<file path="config.mk">
export PLATFORM = sky130hd
export DESIGN_NAME = regfile64_wb_sched_flat
export DESIGN_NICKNAME = d
export VERILOG_FILES = /design/src/rtl/regfile64_wb_sched_pkg.sv /design/src/rtl/regfile64_wb_sched_if.sv /design/src/rtl/regfile64_wb_sched_arb.sv /design/src/rtl/regfile64_wb_sched.sv /design/src/flat_wrapper.sv
export SDC_FILE = /design/constraint.sdc
export NUM_CORES = 1
export LEC_CHECK = 0
export ABC_AREA = 1
export CORE_ASPECT_RATIO = 0.5
export CORE_MARGIN = 4
export CORE_UTILIZATION = 45
export DETAILED_ROUTE_END_ITERATION = 10
export PLACE_DENSITY = 0.82
export SLEW_MARGIN = 20
export SYNTH_ARGS = -nofsm -noshare
export SYNTH_HDL_FRONTEND = slang
export SYNTH_HIERARCHICAL = 1
export SYNTH_SLANG_ARGS = --single-unit
</file>
<file path="constraint.sdc">
create_clock -name Clk -period 2.45 [get_ports Clk]
set_clock_uncertainty 0.15 [all_clocks]
set_input_delay 0.49 -clock Clk [delete_from_list [all_inputs] [get_ports Clk]]
set_output_delay 0.49 -clock Clk [all_outputs]
set_load 0.02 [all_outputs]
</file>
<file path="src/rtl/regfile64_wb_sched_pkg.sv">
// Shared widths and writeback source encodings for the regfile64 write path.
package regfile_pkg;
  localparam int unsigned DATA_W = 64;
  localparam int unsigned ADDR_W = 5;
  localparam int unsigned NREGS  = 32;

  typedef enum logic {
    SRC_A = 1'b0,
    SRC_B = 1'b1
  } src_e;
endpackage

</file>
<file path="src/rtl/regfile64_wb_sched_if.sv">
// Writeback request bundle for both sources (A = ALU, B = load) toward the scheduler.
interface regfile64_wb_sched_if #(
  parameter int unsigned ADDR_W = regfile_pkg::ADDR_W,
  parameter int unsigned DATA_W = regfile_pkg::DATA_W
) ();
  logic              a_valid;
  logic [ADDR_W-1:0] a_addr;
  logic [DATA_W-1:0] a_data;
  logic              a_ready;
  logic              b_valid;
  logic [ADDR_W-1:0] b_addr;
  logic [DATA_W-1:0] b_data;
  logic              b_ready;

  modport master (
    output a_valid, a_addr, a_data, b_valid, b_addr, b_data,
    input  a_ready, b_ready
  );

  modport slave (
    input  a_valid, a_addr, a_data, b_valid, b_addr, b_data,
    output a_ready, b_ready
  );
endinterface

</file>
<file path="src/rtl/regfile64_wb_sched_arb.sv">
// Two-way round-robin arbiter; grants are suppressed while reset is held.
module rr_arb2
  import regfile_pkg::*;
#(
  parameter bit PRIO_INIT = 1'b0
) (
  input  logic       clk,
  input  logic       rst,
  input  logic [1:0] req,
  output logic [1:0] grant
);
  src_e last_q, last_d;

  always_comb begin
    grant = '0;
    if (!rst) begin
      unique case (req)
        2'b01:   grant = 2'b01;
        2'b10:   grant = 2'b10;
        2'b11:   grant = (last_q == SRC_A) ? 2'b10 : 2'b01;
        default: grant = '0;
      endcase
    end
  end

  always_comb begin
    last_d = last_q;
    if (grant[SRC_B])      last_d = SRC_B;
    else if (grant[SRC_A]) last_d = SRC_A;
  end

  always_ff @(posedge clk) begin
    if (rst) last_q <= src_e'(~PRIO_INIT);
    else     last_q <= last_d;
  end
endmodule

</file>
<file path="src/rtl/regfile64_wb_sched.sv">
// Shares the regfile64 write port between ALU and load writebacks and tracks pending destinations.
module regfile64_wb_sched
  import regfile_pkg::*;
#(
  parameter int unsigned DATA_W    = regfile_pkg::DATA_W,
  parameter int unsigned ADDR_W    = regfile_pkg::ADDR_W,
  parameter int unsigned NREGS     = regfile_pkg::NREGS,
  parameter bit          PRIO_INIT = 1'b0
) (
  input  logic                Clk,
  input  logic                Reset,
  regfile64_wb_sched_if.slave wb,
  input  logic                issue_valid,
  input  logic [ADDR_W-1:0]   issue_addr,
  output logic                issue_stall,
  input  logic [ADDR_W-1:0]   chk_r_addr,
  input  logic [ADDR_W-1:0]   chk_s_addr,
  output logic                r_busy,
  output logic                s_busy,
  output logic                W_en,
  output logic [ADDR_W-1:0]   W_Addr,
  output logic [DATA_W-1:0]   WR,
  output logic                err_spurious
);
  logic [1:0]        req, grant;
  logic              wen_q, wen_d;
  logic [ADDR_W-1:0] waddr_q, waddr_d;
  logic [DATA_W-1:0] wr_q, wr_d;
  logic [NREGS-1:0]  busy_q, busy_d;
  logic              err_q, err_d;
  logic              set_hit;

  assign req[SRC_A] = wb.a_valid;
  assign req[SRC_B] = wb.b_valid;

  rr_arb2 #(.PRIO_INIT(PRIO_INIT)) u_arb (
    .clk   (Clk),
    .rst   (Reset),
    .req   (req),
    .grant (grant)
  );

  assign wb.a_ready = grant[SRC_A];
  assign wb.b_ready = grant[SRC_B];

  always_comb begin
    wen_d   = |grant;
    waddr_d = waddr_q;
    wr_d    = wr_q;
    if (grant[SRC_B]) begin
      waddr_d = wb.b_addr;
      wr_d    = wb.b_data;
    end else if (grant[SRC_A]) begin
      waddr_d = wb.a_addr;
      wr_d    = wb.a_data;
    end
  end

  assign issue_stall = busy_q[issue_addr];
  assign r_busy      = busy_q[chk_r_addr];
  assign s_busy      = busy_q[chk_s_addr];
  assign set_hit     = issue_valid && !issue_stall;

  // Clear before set so a same-address claim re-owns the register; that collision is not spurious.
  always_comb begin
    busy_d = busy_q;
    err_d  = err_q;
    if (wen_q) begin
      busy_d[waddr_q] = 1'b0;
      if (!busy_q[waddr_q] && !(set_hit && (issue_addr == waddr_q)))
        err_d = 1'b1;
    end
    if (set_hit) busy_d[issue_addr] = 1'b1;
  end

  always_ff @(posedge Clk) begin
    if (Reset) begin
      wen_q   <= 1'b0;
      waddr_q <= '0;
      wr_q    <= '0;
      busy_q  <= '0;
      err_q   <= 1'b0;
    end else begin
      wen_q   <= wen_d;
      waddr_q <= waddr_d;
      wr_q    <= wr_d;
      busy_q  <= busy_d;
      err_q   <= err_d;
    end
  end

  assign W_en         = wen_q;
  assign W_Addr       = waddr_q;
  assign WR           = wr_q;
  assign err_spurious = err_q;
endmodule

</file>
<file path="src/flat_wrapper.sv">
// flat-port wrapper written by rule: the top's interface ports become plain ports
module regfile64_wb_sched_flat import regfile_pkg::*;
#(
  parameter int unsigned DATA_W    = regfile_pkg::DATA_W,
  parameter int unsigned ADDR_W    = regfile_pkg::ADDR_W,
  parameter int unsigned NREGS     = regfile_pkg::NREGS,
  parameter bit          PRIO_INIT = 1'b0
)
  (Clk, Reset, issue_valid, issue_addr, issue_stall, chk_r_addr, chk_s_addr, r_busy, s_busy, W_en, W_Addr, WR, err_spurious, wb_a_valid, wb_a_addr, wb_a_data, wb_b_valid, wb_b_addr, wb_b_data, wb_a_ready, wb_b_ready);
  regfile64_wb_sched_if #(.ADDR_W(ADDR_W), .DATA_W(DATA_W)) wb_i ();
  input  logic Clk;
  input  logic Reset;
  input  logic issue_valid;
  input  logic [ADDR_W-1:0] issue_addr;
  output logic issue_stall;
  input  logic [ADDR_W-1:0] chk_r_addr;
  input  logic [ADDR_W-1:0] chk_s_addr;
  output logic r_busy;
  output logic s_busy;
  output logic W_en;
  output logic [ADDR_W-1:0] W_Addr;
  output logic [DATA_W-1:0] WR;
  output logic err_spurious;
  input wire logic [$bits(wb_i.a_valid)-1:0] wb_a_valid;
  input wire logic [$bits(wb_i.a_addr)-1:0] wb_a_addr;
  input wire logic [$bits(wb_i.a_data)-1:0] wb_a_data;
  input wire logic [$bits(wb_i.b_valid)-1:0] wb_b_valid;
  input wire logic [$bits(wb_i.b_addr)-1:0] wb_b_addr;
  input wire logic [$bits(wb_i.b_data)-1:0] wb_b_data;
  output wire logic [$bits(wb_i.a_ready)-1:0] wb_a_ready;
  output wire logic [$bits(wb_i.b_ready)-1:0] wb_b_ready;
  assign wb_i.a_valid = wb_a_valid;
  assign wb_i.a_addr = wb_a_addr;
  assign wb_i.a_data = wb_a_data;
  assign wb_i.b_valid = wb_b_valid;
  assign wb_i.b_addr = wb_b_addr;
  assign wb_i.b_data = wb_b_data;
  assign wb_a_ready = wb_i.a_ready;
  assign wb_b_ready = wb_i.b_ready;
  regfile64_wb_sched #(.DATA_W(DATA_W), .ADDR_W(ADDR_W), .NREGS(NREGS), .PRIO_INIT(PRIO_INIT)) u_core (.Clk(Clk), .Reset(Reset), .wb(wb_i), .issue_valid(issue_valid), .issue_addr(issue_addr), .issue_stall(issue_stall), .chk_r_addr(chk_r_addr), .chk_s_addr(chk_s_addr), .r_busy(r_busy), .s_busy(s_busy), .W_en(W_en), .W_Addr(W_Addr), .WR(WR), .err_spurious(err_spurious));
endmodule
</file>
; ---- Yosys cells after proc, flatten, opt, wreduce, memory -nomap -nowiden
; Index checks and enable logic that the tools add are counted.
[word_totals]
reg_bits = 104
input_bits = 158
out_inout_bits = 76
word_cells = 52
[op_classes]
magnitude_cmp = 6
eq_ne = 4
n_mux = 21
n_bitwise = 3
n_reduce_logical = 12
[ops]
columns = operator, count
row1 = 64-bit two-way mux, 2
row2 = 32-bit two-way mux, 2
row3 = 32-bit AND, 1
row4 = 32-bit inverter, 1
row5 = 32-bit OR, 1
row6 = 5-bit by 6-bit < comparator with 1-bit output (second input constant), 4
row7 = 1-bit binary-select mux with 5-bit select, 4
row8 = 1-bit demux with 5-bit select, 2
row9 = 5-bit by 1-bit greater-or-equal comparator with 1-bit output (second input constant), 2
row10 = 5-bit two-way mux, 2
row11 = 1-bit two-way mux, 6
row12 = 2-bit case mux with 3 select lines, 1
row13 = 5-bit == test, 1
row14 = 1-bit logical AND, 5
row15 = 2-bit == test (second input constant), 2
row16 = 2-bit two-way mux, 2
row17 = 2-bit OR reduction, 2
row18 = 1-bit zero test, 3
row19 = 2-bit by 1-bit == test with 1-bit output (second input constant), 1
row20 = 2-bit AND reduction, 1
row21 = 2-bit nonzero test, 1

; ---- Depth between registers and ports, before layout
[logic_depth]
ltp_word = 9
mapped_depth = 14
mapped_depth_nobuf = 12

; ---- By module
; The synthesis kept the hierarchy.
[modules_own_cells]
columns = module, instances, cells_each, area_each_um2, seq_area_each_um2
row1 = regfile64_wb_sched, 1, 1028, 6068.3, 2062.0
row2 = rr_arb2, 1, 11, 67.6, 20.0

; ---- Worst setup path after synthesis
; Ideal clock, no wire load.
[synth_timing]
path_type = in2out
startpoint = input chk_r_addr[0]
endpoint = output r_busy
arrival_time_ns = 1.757
t_required_ns = 1.810
slack_ns = 0.053
path_stages = 8
path_buffers = 2
cell_sequence = clkbuf_1 > clkbuf_1 > nand2_1 > o211ai_1 > a21oi_1 > o21ai_0 > inv_1 > o21ai_1
[synth_via]
elab_chain_len = 2
[synth_rtl]
columns = item, line_no
row1 = from (decl), flat_wrapper.sv:16  ; input logic [ADDR_W-1:0] chk_r_addr;
row2 = 1-bit binary-select mux with 5-bit select, regfile64_wb_sched.sv:60  ; assign r_busy = busy_q[chk_r_addr];
row3 = 1-bit two-way mux (not written as such), regfile64_wb_sched.sv:60
row4 = to (decl), flat_wrapper.sv:18  ; output logic r_busy;
; Every way passes these cells. The select of a mux whose other input is x is not followed.

; ---- Worst setup path after layout
[layout_timing]
startpoint = input chk_r_addr[1]
endpoint = output r_busy
; Same word-level chain as after synthesis.

==> out/metrics.cfg <==
[logic_synthesis]
synth_seq_cells=104
yosysUniqueCellTypes=32
synth_top_area_cell=dfxtp_1
synth_nets=1197
syn_avg_cell_area_um2=5.91
syn-cell-area_mm2=0.00614
yosys-top-cells-area=dfxtp_1 34%, nand2_1 22%, nand3_1 12%
synthCells=1039
yosysWarningCount=6
synth_edf_count=0
ys_seq_area_frac=0.339
synthFlopType=dfxtp_1
async_reset_ff_frac=0
synth_top_area_frac=0.339

[clocking]
hold_buffers=0
cts_made_buffers=9
clkLatencyLatePin_ns=0.34
clkSinkCount=104
root_buffer=clkbuf_16
cts.path.max_buffers=2
ctsHtreeMaxLevel=3
cts.reportedPaths.clkPinSlew_ns=0.08
cts_tree=done

[cells_and_area]
multi_input_area_mm2=0.00341
regArea_mm2=0.00208
areaGrowthSynthToFinish_pct=53.6
nets=1454
antenna_cells=0
drive_above_1_share=0.0930
fillCellCount=1116
fin_area_mm2=0.00942

[sta]
setup-violations-final=0
finalSetupTns_ns=0
fin_crit_ns=2.38
relSlewSlack=0.679
finalMaxSlewViolations=0
fmax_mhz=420
setup_ws_ns=0.0711
period_share=0.971
finalHoldViolations=0
worst_pin_slew_ns=0.478

[floorplan]
ios=234
coreArea_mm2=0.0130
die-height_um=90.6
die_x_um=173
rows=29
initial_core_util=0.472
dieArea_mm2=0.0157

[job]
maxCapViolCount=0

[worst_setup_path]
critical_path.top_delay_family=buffers and inverters
path_cells=dlygate4sd2_1 -> buf_2 -> o21bai_1 -> o221ai_1 -> nand3_1 -> nand2_1 -> nand2_1 -> o21ai_1 -> buf_4
required_ns=1.81
crit_path_max_fanout=8
crit_type=in -> out
crit_buf_inv=3
start_kind=input port
cp-end-kind=output pin
cp.arrival_ns=1.74
cp_slowest_cell=dlygate4sd2_1
cpPeakStageDelay_ns=0.28
cpMostUsedCell=nand2_1

[global_route]
grt_use_total=0.290
grt_pass1_vias=7449
overflow=0
grt_pass1_wl_mm=37.6
antenna_found_initial=0
grt_max_degree=47

[place]
place_area_mm2=0.00899
routabilityCongestion=1.01
place_ws_ns=-0.690
dp_hpwl_mm=17.2
numPortBuffers=233

[route]
drtPass1Iterations=6
postRouteAntennaNets=0
avgRoutedWirePerCell_um=16.2
drc_errors=0
num_vias=7902
routed_wl_mm=23.9
drt-initial-drc-count=946
avgViaCountPerCell=5.37

[worst_hold_path]
worstHoldPathType=reg -> reg

[run_status]
status=finished, final reports clean

[power]
p_leak_nw=4.38
power_density_mw_per_mm2=476
ir_drop_v=0.000333

==> path summary, 6_finish.rpt <==
check / startpoint / endpoint / slack (ns) / cells past startpoint
hold / removal: u_core/err_spurious / u_core/err_spurious / 0.32 / 2
setup / recovery: chk_r_addr[1] / r_busy / 0.07 / 9
setup reg to reg: u_core/busy_q[12] / u_core/busy_q[24] / 0.35 / 13
hold reg to reg: u_core/err_spurious / u_core/err_spurious / 0.32 / 2
==> area by class of cell <==
class / count / area share
Clock buffer: 12 / 0.0262
Sequential cell: 104 / 0.221
Inverter: 124 / 0.0497
Tap cell: 170 / 0.0226
Timing Repair Buffer: 303 / 0.313
Clock inverter: 4 / 0.00571
Multi-Input combinational cell: 754 / 0.362
==> cells by family after synthesis <==
kind of cell / after synthesis / synth area share
buffers and inverters: 182 / 0.116
AOI/OAI and AO/OA: 150 / 0.134
and+or+nand+nor: 598 / 0.404
xor gates and xnor gates: 5 / 0.00714
DFF: 104 / 0.339
==> flip-flops by register name, summed over array words and instances (netlist names) <==
name,cells
u_core/WR,64
u_core/W_Addr,5
u_core/W_en,1
u_core/busy_q,32
u_core/err_spurious,1
u_core/u_arb/last_q,1
==> what timing repair did <==
action / 4_1_cts / 5_1_grt
gates resized for setup: 44 / 15
buffers inserted: 4 / 1
endpoints found under the setup margin: 37 / 35
cloned: 2 / 3
pin swaps: 1 / 2
==> worst min-delay path, stage by stage (launching register included) <==
cell	delay, ns
dfxtp_1	0.32
inv_1	0.05
a21oi_1	0.06
==> cell usage after synthesis (3+ instances only) <==
cell type and instances:
inv_1 113, nand2_2 3, nor2_1 66, buf_1 9, dfxtp_1 104, o211ai_1 9, nand3_1 148, clkbuf_1 42
nor3_1 17, buf_6 3, buf_2 3, o21ai_0 63, xnor2_1 3, nand4_1 3, o21ai_1 9, inv_2 10
a21oi_1 50, a211oi_1 3, nand2_1 359, o22ai_1 4, o21bai_1 5
==> cell usage in the layout, fill, tap and decap left out, types with 7 or more instances in the layout <==
master           Yosys  final
nand3_1            148    148
o21ai_0             63     57
a21oi_1             50     49
clkbuf_16            0     10
dfxtp_1            104    104
clkdlybuf4s50_1      0    218
nand2_1            359    359
o21ai_1              9     15
nor3_1              17     12
o211ai_1             9      9
dlygate4sd2_1        0      7
buf_4                1     58
buf_12               0      7
inv_1              113    109
inv_2               10     14
nor2_1              66     63
==> report_power, final <==
group	internal (mW)	switching, mW	leakage [nW]	total [mW]
combinational	0.580	0.595	3.39	1.18
sequential	1.78	0.0683	0.849	1.84
clock	0.824	0.641	0.139	1.47
total	3.18	1.30	4.38	4.49
==> layer usage <==
metal	up-vias	wire, um	global-route usage
met3	125	2680	0.0820
li1	3824	-	-
met2	461	10900	0.486
met1	3492	9150	0.354
met5	-	0	0
met4	0	1130	0.119
==> through the flow <==
stage	instances	total power, mW	util	hold WS (ns)
global placement	1445	3.00	0.692	0.294
detailed placement	1445	3.02	0.692	0.308
CTS	1467	4.48	0.721	0.322
floorplan	1039	2.40	-	0.304
finish	1471	4.49	0.725	0.319
global route	1471	4.69	0.725	0.346
Power figures use the tool's default switching activity.
